**src/rtl/gb_apu_pkg.sv**
```systemverilog
// Shared constants and types for the Game Boy APU envelope blocks.
package gb_apu_pkg;

    // Default widths of the volume and sweep-period fields
    localparam int VOL_W_DEF = 4;
    localparam int PER_W_DEF = 3;

    // Envelope channel FSM states
    typedef enum logic {
        ENV_IDLE = 1'b0,
        ENV_RUN  = 1'b1
    } env_state_t;

    // Latched envelope configuration: direction plus sweep period
    typedef struct packed {
        logic                 increasing;
        logic [PER_W_DEF-1:0] period;
    } env_cfg_t;

endpackage

```
**src/rtl/gb_envelope_channel.sv**
```systemverilog
// One envelope channel: IDLE/RUN FSM, tick counter, latched direction/period.
// Optional feature: define GB_ENV_ZOMBIE_EN to let live config writes
// disturb the current volume ("zombie mode").
module gb_envelope_channel
    import gb_apu_pkg::*;
#(
    parameter int VOL_W = VOL_W_DEF,
    parameter int PER_W = PER_W_DEF
) (
    input  logic             clk,
    input  logic             reset,
    input  logic             clk_vol_env,
    input  logic             start,
    input  logic             cfg_wr,
    input  logic [VOL_W-1:0] initial_volume,
    input  logic             envelope_increasing,
    input  logic [PER_W-1:0] num_envelope_sweeps,
    output logic [VOL_W-1:0] target_vol,
    output logic             env_active
);

    localparam logic [VOL_W-1:0] VMAX = '1;

    env_state_t       state_q, state_d;
    logic [PER_W-1:0] cnt_q,   cnt_d;
    logic [PER_W-1:0] per_q,   per_d;
    logic             inc_q,   inc_d;
    logic [VOL_W-1:0] vol_q,   vol_d;

`ifdef GB_ENV_ZOMBIE_EN
    // Volume disturbance applied by a live config write, modulo 2^VOL_W
    function automatic logic [VOL_W-1:0] zombie_adjust(
        input logic [VOL_W-1:0] v,
        input logic [PER_W-1:0] old_per,
        input logic             old_inc,
        input logic             new_inc
    );
        logic [VOL_W-1:0] r;
        r = v;
        if (old_per == '0 && old_inc) r = r + VOL_W'(1);
        if (!old_inc)                 r = r + VOL_W'(2);
        if (old_inc != new_inc)       r = '0 - r;
        return r;
    endfunction
`endif

    // Next-state: start wins; otherwise tick handling then config write
    always_comb begin
        state_d = state_q;
        cnt_d   = cnt_q;
        per_d   = per_q;
        inc_d   = inc_q;
        vol_d   = vol_q;
        if (start) begin
            vol_d   = initial_volume;
            inc_d   = envelope_increasing;
            per_d   = num_envelope_sweeps;
            cnt_d   = num_envelope_sweeps;
            state_d = (num_envelope_sweeps != '0) ? ENV_RUN : ENV_IDLE;
        end else begin
            if (state_q == ENV_RUN && clk_vol_env) begin
                if (cnt_q > PER_W'(1)) begin
                    cnt_d = cnt_q - PER_W'(1);
                end else if (cnt_q == PER_W'(1)) begin
                    // Terminal tick: step with the old direction, reload with the newest period
                    cnt_d = cfg_wr ? num_envelope_sweeps : per_q;
                    if (inc_q) begin
                        if (vol_q != VMAX) vol_d = vol_q + VOL_W'(1);
                        if (vol_q == VMAX || vol_q == VMAX - VOL_W'(1)) state_d = ENV_IDLE;
                    end else begin
                        if (vol_q != '0) vol_d = vol_q - VOL_W'(1);
                        if (vol_q <= VOL_W'(1)) state_d = ENV_IDLE;
                    end
                end
            end
            if (cfg_wr) begin
                inc_d = envelope_increasing;
                per_d = num_envelope_sweeps;
                if (num_envelope_sweeps == '0) state_d = ENV_IDLE;
`ifdef GB_ENV_ZOMBIE_EN
                vol_d = zombie_adjust(vol_d, per_q, inc_q, envelope_increasing);
`endif
            end
        end
    end

    // State registers, cleared asynchronously
    always_ff @(posedge clk or posedge reset) begin
        if (reset) begin
            state_q <= ENV_IDLE;
            cnt_q   <= '0;
            per_q   <= '0;
            inc_q   <= 1'b0;
            vol_q   <= '0;
        end else begin
            state_q <= state_d;
            cnt_q   <= cnt_d;
            per_q   <= per_d;
            inc_q   <= inc_d;
            vol_q   <= vol_d;
        end
    end

    assign target_vol = vol_q;
    assign env_active = (state_q == ENV_RUN);

endmodule

```
**src/rtl/gb_envelope_bank.sv**
```systemverilog
// Bank of NUM_CH independent volume-envelope channels sharing one tick strobe.
// Optional feature: define GB_ENV_ZOMBIE_EN (see gb_envelope_channel).
module gb_envelope_bank
    import gb_apu_pkg::*;
#(
    parameter int NUM_CH = 3,
    parameter int VOL_W  = VOL_W_DEF,
    parameter int PER_W  = PER_W_DEF
) (
    input  logic                    clk,
    input  logic                    reset,
    input  logic                    clk_vol_env,
    input  logic [NUM_CH-1:0]       start,
    input  logic [NUM_CH-1:0]       cfg_wr,
    input  logic [NUM_CH*VOL_W-1:0] initial_volume,
    input  logic [NUM_CH-1:0]       envelope_increasing,
    input  logic [NUM_CH*PER_W-1:0] num_envelope_sweeps,
    output logic [NUM_CH*VOL_W-1:0] target_vol,
    output logic [NUM_CH-1:0]       env_active
);

    for (genvar c = 0; c < NUM_CH; c++) begin : g_ch
        gb_envelope_channel #(
            .VOL_W (VOL_W),
            .PER_W (PER_W)
        ) u_ch (
            .clk                 (clk),
            .reset               (reset),
            .clk_vol_env         (clk_vol_env),
            .start               (start[c]),
            .cfg_wr              (cfg_wr[c]),
            .initial_volume      (initial_volume[c*VOL_W +: VOL_W]),
            .envelope_increasing (envelope_increasing[c]),
            .num_envelope_sweeps (num_envelope_sweeps[c*PER_W +: PER_W]),
            .target_vol          (target_vol[c*VOL_W +: VOL_W]),
            .env_active          (env_active[c])
        );
    end

endmodule
```
**config.mk**
```make
export PLATFORM = sky130hd
export DESIGN_NAME = gb_envelope_bank
export DESIGN_NICKNAME = d
export VERILOG_FILES = /design/src/rtl/gb_apu_pkg.sv /design/src/rtl/gb_envelope_channel.sv /design/src/rtl/gb_envelope_bank.sv
export SDC_FILE = /design/constraint.sdc
export NUM_CORES = 1
export LEC_CHECK = 0
export BUFFER_PORTS_ARGS = -buffer_cell sky130_fd_sc_hd__buf_2
export CAP_MARGIN = 20
export CORE_MARGIN = 2
export CORE_UTILIZATION = 56
export CTS_CLUSTER_SIZE = 16
export DETAILED_ROUTE_END_ITERATION = 10
export HOLD_SLACK_MARGIN = 0.06
export PLACE_DENSITY = 0.87
export SYNTH_ARGS = -nofsm -noshare
export SYNTH_HDL_FRONTEND = slang
export SYNTH_SLANG_ARGS = --single-unit
```
**constraint.sdc**
```tcl
create_clock -name clk -period 2 [get_ports clk]
set_input_delay 0.3 -clock clk [delete_from_list [all_inputs] [get_ports clk]]
set_output_delay 0.3 -clock clk [all_outputs]
set_load 0.02 [all_outputs]
```
## Yosys cells after proc, flatten, opt, wreduce, memory -nomap -nowiden

Cells that the tools add are included.
Widths: inputs -> output; s select.

| word-level totals | value |
|---|---|
| bits of input ports | 33 |
| output and inout port bits | 15 |
| logic and storage cells | 159 |
| bits in registers | 36 |

| cells by class | value |
|---|---|
| multiplexer cells | 75 |
| eq/ne operators | 18 |
| order comparisons | 6 |
| reduce and logical (&&, ||, !) cells | 36 |
| add/subtract/negate cells | 9 |

Operators by type and width:

| operator | number |
|---|---|
| $mux 4 | 21 |
| $mux 3 | 18 |
| $mux 1 | 36 |
| $reduce_bool 3->1 | 9 |
| $eq 4x4->1 const B | 6 |
| $reduce_bool 2->1 | 9 |
| $reduce_and 5->1 | 3 |
| $add 4x1->4 const B | 3 |
| $le 4x1->1 const B | 3 |
| $ne 4x4->1 const B | 3 |
| $reduce_bool 4->1 | 3 |
| $sub 4x1->4 const B | 3 |
| $eq 3x1->1 const B | 3 |
| $gt 3x1->1 const B | 3 |
| $logic_not 3->1 | 3 |
| $ne 3x3->1 const B | 3 |
| $sub 3x1->3 const B | 3 |
| $ne 2x2->1 const B | 3 |
| $reduce_and 2->1 | 3 |
| $logic_and 1x1->1 | 3 |
| $logic_or 1x1->1 | 3 |

## Longest topological paths before layout

| logic depth | value |
|---|---|
| depth after elaboration | 10 |
| gate-level depth with buffers | 6 |
| gate-level depth less buffers | 6 |

## Hierarchy

From an unflattened synthesis, not the netlist that was laid out.

| unflattened totals | value |
|---|---|
| cell total of the unflattened synthesis | 264 |
| area, all modules | 2,527.4 sq um |

Modules (own cells, without submodules):

| module | cells an instance | times used | area an instance (sq um) | seq. area each (sq um) |
|---|---|---|---|---|
| gb_envelope_channel (g_ch[0].u_ch ...) | 90 | 2 | 848.3 | 300.3 |
| gb_envelope_channel (g_ch[2].u_ch) | 84 | 1 | 830.8 | 300.3 |

## Worst setup path after synthesis

OpenSTA, ideal clock, no wires.

| timing path | value |
|---|---|
| kind | reg-to-reg |
| start | register g_ch[1].u_ch.vol_q[0] |
| end | register g_ch[1].u_ch.vol_q[3] |
| cell stages (with the launch flop) | 7 |
| setup time | 0.126 ns |
| slack | 0.195 ns |
| arrival | 1.679 ns |
| path buffers | 0 |
| required time | 1.874 ns |
| path through | dfrtp_1 > inv_1 > ha_1 > or4b_4 > nand3_2 > nor2_1 > o311a_1 |

| on the way | value |
|---|---|
| longest elaborated chain between the ends | 7 |

Ends and longest elaborated chain:

| element | line | RTL |
|---|---|---|
| start: declaration | gb_envelope_channel.sv:28 | `logic [VOL_W-1:0] vol_q, vol_d;` |
| start signal: assignment | gb_envelope_channel.sv:100 | `vol_q <= vol_d;` |
| $sub 4x1->4 or $add 4x1->4 (tied branches) | gb_envelope_channel.sv:71, gb_envelope_channel.sv:68 |  |
| $mux 4 (on tied branches) | gb_envelope_channel.sv:71, gb_envelope_channel.sv:68 |  |
| $mux 4 | gb_envelope_channel.sv:67 | `if (inc_q) begin` |
| $mux 4 | gb_envelope_channel.sv:64 | `end else if (cnt_q == PER_W'(1)) begin` |
| $mux 4 | gb_envelope_channel.sv:62 | `if (cnt_q > PER_W'(1)) begin` |
| $mux 4 | gb_envelope_channel.sv:61 | `if (state_q == ENV_RUN && clk_vol_env) begin` |
| $mux 4 | gb_envelope_channel.sv:54 | `if (start) begin` |

Several ways; a longest one is shown, not always the timed one. The select of a mux whose other input is x is not followed.
A chain may end at the register's enable or synchronous reset.

## Worst setup path after layout

Same ends and word-level chain as after synthesis.

==> impl_results.md <==
* Global placement routability congestion at slightly above 0.8
* FF+latch count, synth at 36
* Synth top area cells: dfrtp_1, ha_1, mux2i_1, mux2_2, o21ai_0
* Iter 0 DRT Violations at 110
* Post-layout util at 66.4%
* Largest net degree at the start of global routing at 37
* TritonCTS Buffers at 5
* Hold/Removal Path Class: input port to asynchronous set/reset pin
* Synth warn at 0
* Max Cap Violations at 0
* Setup violators final at 0
* Final Cycle Share at about 92%
* Top cell type by total area after synthesis: dfrtp_1
* Minimum clock period at 1.85 ns
* Gr usage total at 21.6%
* Diodes inserted at 0
* GR Overflow Total at 0
* Kind of cell adding the most delay to the critical path: simple AND/OR/NAND/NOR gates
* Arrival time worst endpoint at 2.03 ns
* Worst Tran Pin Value at 0.553 ns
* H-tree levels at 2
* Dpl ws at 0.161 ns
* DRC Markers at 0
* Hold buffers post-CTS at 0
* Synth Net Count at 313
* DRT Wirelength at 5190 µm
* Vias per cell at 5.85
* Slowest cell on the critical path: or4b_4
* Worst Path Buf+Inv at 1
* First-pass GRT wire length at 8740 µm
* Final net count at 360
* P&R area growth vs syn at 14.8%
* CP Launch Type: flip-flop
* Routed vias at ~2100
* Final antenna-violating net count at 0
* Die ar. at between 5000 and 6000 µm²
* Non-filler cells, final at 362
* Share of layout cells above drive strength 1 at 26.8%
* Cell variety after synth at 46
* Max Slew Vio Count at 0
* Outcome: completed
* Crit path required time at 2.18 ns
* Initial core utilization at 57.8%
* DR WL/cell at 14.3 µm
* Multi-input logic area at 1470 µm²
* Critical Path End Type: flip-flop
* Vias in the first global route at between 2000 and 2500
* Placed insts at 354
* Setup total negative slack at 0 ns
* Core area at roughly 4400 µm²
* Crit-path max FO at 6
* F_max at 0.541 GHz
* Setup ws final at 0.152 ns
* Share of the synthesized area in the top cell type at a little over a third
* Worst skew pair latency at between 0.2 and 0.3 ns
* Most common cell in the netlist: dfrtp_1
* Cells after Synth at 262
* Clock transition at the registers of the reported paths at 0.08 ns
* Seq/Total Area, Yosys at 35.8%
* Clk root buf: clkbuf_8
* # resized after CTS at 0
* Cell area after layout at 2890 µm²
* Seq. cell area at approximately 900 µm²
* Area after DPL at ~2800 µm²
* Die Y at a little over 70 µm
* CTS Sinks at 36
* Power per Cell Area at 736 nW/µm²
* Dominant synthesized flop cell: dfrtp_1
* Clock Skews at ~0.011 ns
* Number of antenna violations at the first check in global routing at 0
* Row cnt at 24
* Cell Area, Synth at 2520 µm²
* Final hold vios at 0
* Critical Setup Path Class: flip-flop to flip-flop
* TritonRoute pass-1 iters at 4
* Pleak at 1.32 nW
* Post-CTS setup buffers at 0
* Clk buf depth at 2
* # IOs at 48
* CP cell instances: inv_1, ha_1, or4b_4, nand3_2, nor2_1, o311a_1
* VDD IR max at 0.000523 V
* EDFF count, synth at 0
* Detailed placement HPWL at ~4000 µm
* Post-synth top cells: dfrtp_1, nand2_1, inv_1, o21ai_0, ha_1
* TritonCTS clock tree: built
* Syn_area_per_cell at 9.61 µm²
* Final-layout fill cell count at 333
* Async S/R FF share, synth at 100%
* Die width at between 70 and 80 µm
* Slowest cell delay on critical path at between 0.4 and 0.5 ns
* Relative slew slack at between 60% and 70%
* Port bufs at 47
* Unrepaired setup endpoints after global routing: false
## area by class of cell
| cell class | count | area share [%] |
|---|---|---|
| clock inverter | 2 | 1.21 |
| multi-input combinational | 194 | 50.8 |
| inverter | 20 | 2.60 |
| timing repair buffer | 52 | 9.44 |
| tap | 52 | 2.25 |
| sequential | 36 | 31.2 |
| clock buffer | 6 | 2.51 |
## registers in the layout, summed over array words and instances (netlist names)
register              count
g_ch.u_ch.env_active      3
g_ch.u_ch.per_q           9
g_ch.u_ch.cnt_q           9
g_ch.u_ch.target_vol     12
g_ch.u_ch.inc_q           3
## power by group
part | internal, mW | switching, mW | leakage, nW
registers | 0.808 | 0.102 | 0.420
logic | 0.261 | 0.322 | 0.843
clock network | 0.370 | 0.264 | 0.0552
total | 1.44 | 0.687 | 1.32
## layout by cell type, fill, tap and decap left out, types with 2 or more instances in the layout
| cell type | netlist | routed |
|---|---|---|
| o21ai_1 | 4 | 4 |
| nand2_1 | 23 | 23 |
| o21ai_0 | 20 | 20 |
| a2111oi_4 | 2 | 2 |
| a21oi_1 | 11 | 11 |
| dfrtp_1 | 36 | 36 |
| xnor2_1 | 5 | 5 |
| a211o_1 | 2 | 2 |
| o21bai_1 | 3 | 3 |
| o2111ai_1 | 4 | 4 |
| clkbuf_8 | 0 | 5 |
| buf_4 | 3 | 5 |
| nor4_1 | 5 | 5 |
| xor2_1 | 2 | 2 |
| inv_1 | 20 | 20 |
| and4_1 | 2 | 2 |
| nor3_1 | 9 | 9 |
| nor2_1 | 13 | 13 |
| a31o_2 | 4 | 4 |
| ha_1 | 18 | 18 |
| a22o_1 | 3 | 3 |
| nand2b_1 | 3 | 3 |
| mux2i_1 | 17 | 17 |
| and2_1 | 4 | 4 |
| a2111oi_0 | 3 | 3 |
| nand4_1 | 3 | 3 |
| buf_2 | 1 | 47 |
| a22oi_1 | 2 | 2 |
| mux2_2 | 14 | 14 |
| nor2b_1 | 3 | 3 |
## through the flow
step,hold slack (ns),power [mW]
2_1_floorplan,0.417,1.33
3_3_place_gp,0.428,1.48
3_5_place_dp,0.428,1.50
4_1_cts,0.112,2.14
5_1_grt,0.172,2.24
6_report,0.101,2.13
## worst paths after layout
kind,slack (ns),cells past startpoint,to,start
max reg2reg,0.15,6,g_ch[1].u_ch.target_vol[3],g_ch[1].u_ch.target_vol[0]
min in group clk,0.21,3,g_ch[1].u_ch.target_vol[0],initial_volume[4]
max in group asynchronous,1.57,3,g_ch[1].u_ch.per_q[2],reset
min reg2reg,0.50,2,g_ch[1].u_ch.per_q[0],g_ch[1].u_ch.per_q[0]
min,0.10,3,g_ch[2].u_ch.env_active,reset
max,0.15,6,g_ch[1].u_ch.target_vol[3],g_ch[1].u_ch.target_vol[0]
## per-layer routing
layer / routed length, µm / GRT usage, % / up-vias
met4: 85 / 6.71 / 0
met5: 0 / 0 / -
met3: 213 / 4.99 / 10
li1: - / - / 1043
met2: 2600 / 39.6 / 45
met1: 2290 / 25.0 / 1018
## cell families (layout without fill, tap and decap cells)
group           after synthesis  in the layout  share of synthesized area [%]
fa+ha+maj                    18             18                           8.95
flops                        36             36                           35.8
simple gates                 73             73                           15.5
mux                          31             31                           13.0
buf+inv                      32             80                           5.86
compound gates               65             65                           18.4
xor+xnor                      7              7                           2.44
## worst reg2reg max path: cells and delay by family (launching register included)
| kind | cells | cell delay (ns) |
|---|---|---|
| DFF | 1 | 0.44 |
| buffers and inverters | 1 | 0.14 |
| and+or+nand+nor | 3 | 0.68 |
| AOI/OAI and AO/OA | 1 | 0.29 |
| adders and majority gates | 1 | 0.19 |
No activity file was read; power rests on OpenSTA's default activity.
